$ cat src/rtl/uart_pkg.sv
// -----------------------------------------------------------------------------
// uart_pkg
// Shared types and default constants for the arbitrated UART transmitter.
//   tx_state_t   : transmit FSM states
//   *_DEF        : default requester count, data bits, ticks per bit, stop ticks
//   max_int()    : elaboration-time helper for sizing counters
// -----------------------------------------------------------------------------
package uart_pkg;

   typedef enum logic [1:0] {
      IDLE,
      START,
      DATA,
      STOP
   } tx_state_t;

   localparam int NREQ_DEF    = 4;
   localparam int DBIT_DEF    = 8;
   localparam int OVS_DEF     = 16;
   localparam int SB_TICK_DEF = 16;

   function automatic int max_int(input int a, input int b);
      return (a > b) ? a : b;
   endfunction

endpackage

$ cat src/rtl/uart_tx_arbiter_if.sv
// -----------------------------------------------------------------------------
// uart_tx_arbiter_if
// Bundle of the producer handshake, baud tick and serial-side status signals.
//   tick      : 16x baud pulse from the baud rate generator
//   req_valid : per-requester byte available, held until accepted
//   req_data  : byte of requester i at [i*DBIT +: DBIT]
//   req_ready : one-hot, one-cycle accept pulse
//   tx        : serial line, idle high
//   busy      : frame in progress
//   grant_id  : index of the current or last frame owner
// Modports: master = producers/environment side, slave = transmitter side.
// -----------------------------------------------------------------------------
interface uart_tx_arbiter_if
   import uart_pkg::*;
#(
   parameter int NREQ = NREQ_DEF,
   parameter int DBIT = DBIT_DEF
);

   logic                     tick;
   logic [NREQ-1:0]          req_valid;
   logic [NREQ*DBIT-1:0]     req_data;
   logic [NREQ-1:0]          req_ready;
   logic                     tx;
   logic                     busy;
   logic [$clog2(NREQ)-1:0]  grant_id;

   modport master (
      output tick, req_valid, req_data,
      input  req_ready, tx, busy, grant_id
   );

   modport slave (
      input  tick, req_valid, req_data,
      output req_ready, tx, busy, grant_id
   );

endinterface

$ cat src/rtl/uart_rr_arbiter.sv
// -----------------------------------------------------------------------------
// uart_rr_arbiter
// Purely combinational round-robin picker. The search starts one past the
// last owner and wraps explicitly at NREQ-1, so NREQ need not be a power of 2.
//   req    : request vector
//   ptr    : index of the last granted requester
//   gnt    : one-hot grant (all zero when nothing requests)
//   gnt_id : index of the granted requester
// -----------------------------------------------------------------------------
module uart_rr_arbiter #(
   parameter int NREQ = 4,
   localparam int IDW = $clog2(NREQ)
) (
   input  logic [NREQ-1:0] req,
   input  logic [IDW-1:0]  ptr,
   output logic [NREQ-1:0] gnt,
   output logic [IDW-1:0]  gnt_id
);

   always_comb begin
      logic           found;
      logic [IDW-1:0] idx;
      // NOTE: every output of a combinational block gets a default before any
      // conditional assignment; a path that leaves it unassigned infers a latch.
      gnt    = '0;
      gnt_id = '0;
      found  = 1'b0;
      idx    = '0;
      // Offsets 1..NREQ visit every requester once, ending at ptr itself.
      for (int k = 1; k <= NREQ; k++) begin
         idx = IDW'((int'(ptr) + k) % NREQ);
         if (!found && req[idx]) begin
            found    = 1'b1;
            gnt[idx] = 1'b1;
            gnt_id   = idx;
         end
      end
   end

endmodule

$ cat src/rtl/uart_tx_arbiter.sv
// -----------------------------------------------------------------------------
// uart_tx_arbiter
// Shares one 8N1 UART transmit line among NREQ byte producers. In IDLE a
// round-robin grant accepts one byte (req_ready is combinational there); the
// byte is then sent LSB first: start bit, DBIT data bits, one stop bit, each
// timed in baud ticks. tx, busy and grant_id are registered.
//   clk : system clock
//   rst : synchronous, active-high reset
//   bus : uart_tx_arbiter_if.slave (tick, req_*, tx, busy, grant_id)
// -----------------------------------------------------------------------------
module uart_tx_arbiter
   import uart_pkg::*;
#(
   parameter int NREQ    = NREQ_DEF,
   parameter int DBIT    = DBIT_DEF,
   parameter int OVS     = OVS_DEF,
   parameter int SB_TICK = SB_TICK_DEF
) (
   input  logic               clk,
   input  logic               rst,
   uart_tx_arbiter_if.slave   bus
);

   localparam int IDW = $clog2(NREQ);
   localparam int TW  = $clog2(max_int(OVS, SB_TICK));
   localparam int BW  = $clog2(DBIT);

   tx_state_t        state_q, state_d;
   logic [TW-1:0]    tick_cnt_q, tick_cnt_d;
   logic [BW-1:0]    bit_cnt_q, bit_cnt_d;
   logic [DBIT-1:0]  shreg_q, shreg_d;
   logic [IDW-1:0]   ptr_q, ptr_d;
   logic [IDW-1:0]   grant_id_q, grant_id_d;
   logic             tx_q, tx_d;
   logic             busy_q, busy_d;

   logic [NREQ-1:0]  gnt;
   logic [IDW-1:0]   gnt_id;
   logic             any_gnt;
   logic             bit_end;
   logic             stop_end;
   logic             last_data_bit;

   uart_rr_arbiter #(.NREQ(NREQ)) u_arb (
      .req    (bus.req_valid),
      .ptr    (ptr_q),
      .gnt    (gnt),
      .gnt_id (gnt_id)
   );

   assign any_gnt       = |gnt;
   assign bit_end       = bus.tick && (tick_cnt_q == TW'(OVS - 1));
   assign stop_end      = bus.tick && (tick_cnt_q == TW'(SB_TICK - 1));
   assign last_data_bit = (bit_cnt_q == BW'(DBIT - 1));

   // ---------------------------------------------------------------- state reg
   always_ff @(posedge clk) begin
      // NOTE: clocked state uses non-blocking (<=) so every register samples
      // pre-edge values regardless of statement order.
      if (rst) state_q <= IDLE;
      else     state_q <= state_d;
   end

   // --------------------------------------------------------------- next state
   always_comb begin
      state_d = state_q;
      case (state_q)
         IDLE:    if (any_gnt)                  state_d = START;
         START:   if (bit_end)                  state_d = DATA;
         DATA:    if (bit_end && last_data_bit) state_d = STOP;
         STOP:    if (stop_end)                 state_d = IDLE;
         default:                               state_d = IDLE;
      endcase
   end

   // ------------------------------------------------------------------ outputs
   // tx/busy are computed from the next state so the registered copies line up
   // with state_q; tx therefore falls in the cycle after accept.
   always_comb begin
      tx_d   = 1'b1;
      busy_d = 1'b0;
      case (state_d)
         START: begin
            tx_d   = 1'b0;
            busy_d = 1'b1;
         end
         DATA: begin
            tx_d   = shreg_d[0];
            busy_d = 1'b1;
         end
         STOP:    busy_d = 1'b1;
         default: ;
      endcase
   end

   // Accept pulse is only meaningful in IDLE; it is masked while in reset so no
   // requester sees an ack that the datapath will discard.
   assign bus.req_ready = (state_q == IDLE && !rst) ? gnt : '0;
   assign bus.tx        = tx_q;
   assign bus.busy      = busy_q;
   assign bus.grant_id  = grant_id_q;

   // ----------------------------------------------------------------- datapath
   always_comb begin
      tick_cnt_d = tick_cnt_q;
      bit_cnt_d  = bit_cnt_q;
      shreg_d    = shreg_q;
      ptr_d      = ptr_q;
      grant_id_d = grant_id_q;
      case (state_q)
         // Ticks are ignored here; tick_cnt only restarts on accept.
         IDLE: begin
            if (any_gnt) begin
               shreg_d    = bus.req_data[gnt_id*DBIT +: DBIT];
               ptr_d      = gnt_id;
               grant_id_d = gnt_id;
               tick_cnt_d = '0;
            end
         end
         START: begin
            if (bit_end) begin
               tick_cnt_d = '0;
               bit_cnt_d  = '0;
            end else if (bus.tick) begin
               tick_cnt_d = tick_cnt_q + TW'(1);
            end
         end
         DATA: begin
            if (bit_end) begin
               tick_cnt_d = '0;
               shreg_d    = shreg_q >> 1;
               bit_cnt_d  = bit_cnt_q + BW'(1);
            end else if (bus.tick) begin
               tick_cnt_d = tick_cnt_q + TW'(1);
            end
         end
         STOP: begin
            if (stop_end)      tick_cnt_d = '0;
            else if (bus.tick) tick_cnt_d = tick_cnt_q + TW'(1);
         end
         default: ;
      endcase
   end

   always_ff @(posedge clk) begin
      if (rst) begin
         tick_cnt_q <= '0;
         bit_cnt_q  <= '0;
         ptr_q      <= IDW'(NREQ - 1);
         grant_id_q <= '0;
         tx_q       <= 1'b1;
         busy_q     <= 1'b0;
      end else begin
         tick_cnt_q <= tick_cnt_d;
         bit_cnt_q  <= bit_cnt_d;
         ptr_q      <= ptr_d;
         grant_id_q <= grant_id_d;
         tx_q       <= tx_d;
         busy_q     <= busy_d;
      end
   end

   // NOTE: the shift register is pure data, always loaded before use, so it is
   // left without reset.
   always_ff @(posedge clk) begin
      shreg_q <= shreg_d;
   end

endmodule
$ cat src/flat_wrapper.sv
// flat-port wrapper written by rule: the top's interface ports become plain ports
module uart_tx_arbiter_flat import uart_pkg::*;
#(
   parameter int NREQ    = NREQ_DEF,
   parameter int DBIT    = DBIT_DEF,
   parameter int OVS     = OVS_DEF,
   parameter int SB_TICK = SB_TICK_DEF
)
  (clk, rst, bus_tick, bus_req_valid, bus_req_data, bus_req_ready, bus_tx, bus_busy, bus_grant_id);
  uart_tx_arbiter_if #(.NREQ(NREQ), .DBIT(DBIT)) bus_i ();
  input  logic clk;
  input  logic rst;
  input wire logic [$bits(bus_i.tick)-1:0] bus_tick;
  input wire logic [$bits(bus_i.req_valid)-1:0] bus_req_valid;
  input wire logic [$bits(bus_i.req_data)-1:0] bus_req_data;
  output wire logic [$bits(bus_i.req_ready)-1:0] bus_req_ready;
  output wire logic [$bits(bus_i.tx)-1:0] bus_tx;
  output wire logic [$bits(bus_i.busy)-1:0] bus_busy;
  output wire logic [$bits(bus_i.grant_id)-1:0] bus_grant_id;
  assign bus_i.tick = bus_tick;
  assign bus_i.req_valid = bus_req_valid;
  assign bus_i.req_data = bus_req_data;
  assign bus_req_ready = bus_i.req_ready;
  assign bus_tx = bus_i.tx;
  assign bus_busy = bus_i.busy;
  assign bus_grant_id = bus_i.grant_id;
  uart_tx_arbiter #(.NREQ(NREQ), .DBIT(DBIT), .OVS(OVS), .SB_TICK(SB_TICK)) u_core (.clk(clk), .rst(rst), .bus(bus_i));
endmodule
$ cat config.mk
export PLATFORM = sky130hd
export DESIGN_NAME = uart_tx_arbiter_flat
export DESIGN_NICKNAME = d
export VERILOG_FILES = /design/src/rtl/uart_pkg.sv /design/src/rtl/uart_tx_arbiter_if.sv /design/src/rtl/uart_rr_arbiter.sv /design/src/rtl/uart_tx_arbiter.sv /design/src/flat_wrapper.sv
export SDC_FILE = /design/constraint.sdc
export NUM_CORES = 1
export LEC_CHECK = 0
export ABC_AREA = 1
export BUFFER_PORTS_ARGS = -buffer_cell sky130_fd_sc_hd__buf_2
export CAP_MARGIN = 20
export CORE_MARGIN = 10
export CORE_UTILIZATION = 40
export DETAILED_ROUTE_END_ITERATION = 7
export GPL_TIMING_DRIVEN = 0
export HOLD_SLACK_MARGIN = 0.15
export PLACE_DENSITY = 0.65
export SLEW_MARGIN = 0
export SYNTH_ARGS = -nofsm -noshare
export SYNTH_HDL_FRONTEND = slang
export SYNTH_SLANG_ARGS = --single-unit
export TNS_END_PERCENT = 30
$ cat constraint.sdc
create_clock -name clk -period 3.15 [get_ports clk]
set_clock_uncertainty 0.1 [all_clocks]
set_input_delay 0.63 -clock clk [delete_from_list [all_inputs] [get_ports clk]]
set_output_delay 0.63 -clock clk [all_outputs]
set_load 0.02 [all_outputs]
==> impl_metrics.ini <==
[final_layout]
drive_gt1_share_pct = 30.1
fillerInstances = 489
antenna_cells = 0
area_delta_synth_final_pct = 19.4
final_util_pct = 49.2
stdcell_count = 393
fin_nets = 377

[cts]
clock_latency_ns = 0.27
cts_buffer_depth = 2
h-tree-depth = 1
cts_sinks = 23
path_clk_slew_ns = 0.09
root_buffer = clkbuf_8
cts_buffers = 3
cts_tree = built

[yosys]
ys_warn_count = 0
syn_nets = 326
netlist_instances = 276
syn_area_sq_um = 1950
synth_top_cell_by_area = dfxtp_1
ys.flop_type = dfxtp_1
seq_area_frac_synth_pct = 27.2
synth_enable_flop_cells = 7
async_reset_ff_share_pct = 0
ys_types = 37
ys_top_cells_by_area = dfxtp_1 16%, nand2_1 15%, nand3_1 11%, edfxtp_1 11%, ha_1 7.1%
syn_area_per_cell_sq_um = 7.05
synth_seq_cells = 23
synth.top_cell.area_share_pct = 16.5

[worst_hold_path]
holdPathStages = 2
hold_end = u_core.bus.grant_id[1]$_SDFFE_PP0P_
hold_start = u_core.bus.grant_id[1]$_SDFFE_PP0P_
hold_path.class = reg -> reg

[floorplan]
start_util_pct = 41.2
ios = 47
die_x_microns = 89.8
core.rowCount = 25
die_area_sq_um = 8060
die-height_microns = 89.8
fp.coreArea_sq_um = 4720

[routing]
viasPerCell = 4.76
route.detailed.drc = 0
wl_per_cell_microns = 12.1
routed_wl_mm = 4.75
dr.pass1.iters = 4
vias = 1871
drtAntennaViolNets = 0
drtIter0Drc = 61

[placed_design]
portBuffers = 45
hpwl_mm = 3.83
dp_cells = 388
globalplace.congestion = 0.792

[setup_path]
critPathArrivalTime_ns = 2.28
r2r-end = u_core.shreg_q[6]$_DFFE_PP_
cp_slowest_stage_delay_ns = 0.38
r2r_start = u_core.ptr_q[0]$_SDFFE_PP1P_
crit_chain = buf_6 -> inv_6 -> ha_2 -> inv_1 -> nand3_4 -> nand3_1 -> nor2_2 -> nand2_1 -> nand3_1 -> nand3_1 -> inv_1 -> buf_2
start_kind = register
critPathMaxFanout = 10
worstPathRequired_ns = 2.42
worstSetupPathType = reg -> out
cp_slowest_cell = dfxtp_4
crit_top_cell = nand3_1
r2r_setup_slack_ns = 0.31
crit_path_end_kind = output port
rr_worst_depth = 13

[global_routing]
antenna_found_initial = 0
grt_max_degree = 14
track_usage_pct = 11.5
grt_pass1_vias = 1862
overflow = 0
grt_first_pass_wirelength_mm = 8.27

[power_and_ir_drop]
cellPowerDensity_nw_per_um2 = 1180
p_leak_nw = 1.15
vdd_ir_drop_max_mv = 0.691

[timing]
fin_crit_ns = 3.01
slew_headroom_pct = 32.2
hold_viol_final = 0
fin_crit_sh_pct = 95.4
setup_viol = 0
setup_tns_ns = 0
fmax_mhz = 333
tightest_slew_ns = 1.01
maxSlewViolCount = 0

[outcome]
status = completed

[flow_run]
drv_cap = 0
flip-flops by register name, indices dropped and copies added (netlist names):
signal / count
u_core.ptr_q: 2
u_core.bus.busy: 1
u_core.bus.tx: 1
u_core.tick_cnt_q: 4
u_core.bus.grant_id: 2
u_core.bit_cnt_q: 3
u_core.shreg_q: 8
u_core.state_q: 2
cells in the mapped netlist, types with 4 or more instances:
master / number
edfxtp_1: 7
dfxtp_1: 16
inv_1: 24
nand2_2: 7
nand4_1: 5
nand3_1: 44
nand2_4: 6
nor2_1: 9
nor2_4: 4
nand3_2: 5
ha_1: 11
o21ai_0: 8
a21oi_1: 10
nor2_2: 6
nand2_1: 80
how the worst max path moves through the flow:
| stage | from | slack (ns) | to |
|---|---|---|---|
| after floorplan | u_core.ptr_q[1]$_SDFFE_PP1P_ | 0.53 | bus_req_ready[3] |
| final | u_core.ptr_q[0]$_SDFFE_PP1P_ | 0.14 | bus_req_ready[3] |
| after detailed placement | u_core.ptr_q[1]$_SDFFE_PP1P_ | 0.12 | u_core.shreg_q[7]$_DFFE_PP_ |
| after global routing | u_core.ptr_q[0]$_SDFFE_PP1P_ | -0.01 | bus_req_ready[3] |
| after global placement | u_core.ptr_q[1]$_SDFFE_PP1P_ | 0.18 | u_core.shreg_q[7]$_DFFE_PP_ |
| after CTS | u_core.ptr_q[0]$_SDFFE_PP1P_ | 0.04 | bus_req_ready[3] |
cells in the final DEF (no fill, tap or decap), types with 2 or more instances in the layout:
cell / Yosys / final
nand2_1: 80 / 80
buf_2: 2 / 47
nand3_1: 44 / 44
inv_1: 24 / 23
dfxtp_1: 16 / 14
a21oi_1: 10 / 10
ha_1: 11 / 10
nor2_1: 9 / 8
o21ai_0: 8 / 8
nand2_2: 7 / 7
edfxtp_1: 7 / 7
nand2_4: 6 / 6
nor2_2: 6 / 6
nor2_4: 4 / 5
nand4_1: 5 / 5
nand3_2: 5 / 5
inv_2: 2 / 3
a21oi_2: 3 / 3
o211ai_1: 3 / 3
clkbuf_8: 0 / 3
nand3_4: 2 / 2
a21boi_1: 2 / 2
a21boi_0: 2 / 2
nand3b_1: 2 / 2
a31oi_1: 2 / 2
buf_4: 1 / 2
clkbuf_1: 2 / 2
power by group:
group	leakage [nW]	switching (mW)	internal, mW
clock network	0.0255	0.0943	0.0882
logic	0.923	1.33	0.677
registers	0.202	0.0579	0.487
cell type report:
class | instances | area, sq um | share of cell area [%]
flip-flops and latches | 23 | 536 | 23.0
inverters | 28 | 110 | 4.74
plain buffers | 6 | 36.3 | 1.56
clock buffers | 3 | 41.3 | 1.78
clock inverters | 1 | 5.00 | 0.215
well taps | 67 | 83.8 | 3.61
repair buffers | 46 | 233 | 10.0
multi-input cells | 219 | 1280 | 55.1
stage by stage:
step | total power [mW] | cell area (sq um) | setup WS [ns] | hold WS (ns)
after floorplan | 2.10 | 1950 | 0.534 | 0.340
after global placement | 2.50 | 2260 | 0.175 | 0.353
after detailed placement | 2.53 | 2260 | 0.121 | 0.359
after CTS | 2.72 | 2300 | 0.0404 | 0.371
after global routing | 3.04 | 2320 | -0.0103 | 0.382
final | 2.73 | 2320 | 0.144 | 0.372
critical path, delay by kind of cell (launching register included):
kind / cells / cell delay [ns]
DFF: 1 / 0.38
adders and majority gates: 1 / 0.37
and+or+nand+nor: 6 / 0.73
buffers and inverters: 5 / 0.52
metal layers:
layer,global-route usage [%],up-vias,share of wire (%)
met5,0,-,0
met4,1.62,0,0.42
met3,3.41,2,4.7
met2,18.9,34,46
met1,14.8,813,49
li1,-,1022,-
timing repair:
item / 4_1_cts / 5_1_grt
setup buffers: 0 / 1
hold buffers: 0 / 0
gates resized for setup: 3 / 4
setup endpoints to repair: 4 / 4
cloned: 0 / 0
hold endpoints to repair: 0 / 0
pin swaps: 0 / 1
cell families (layout without fill, tap and decap cells):
group / count (synthesis) / in the layout / share of synthesized area [%]
adder cells (fa/ha/maj): 11 / 11 / 7.07
buffers and inverters: 34 / 84 / 7.52
AND/OR/NAND/NOR: 173 / 173 / 46.3
flip-flops: 23 / 23 / 27.2
AO/OA/AOI/OAI: 35 / 35 / 11.8
No activity file was read; power rests on OpenSTA's default activity.
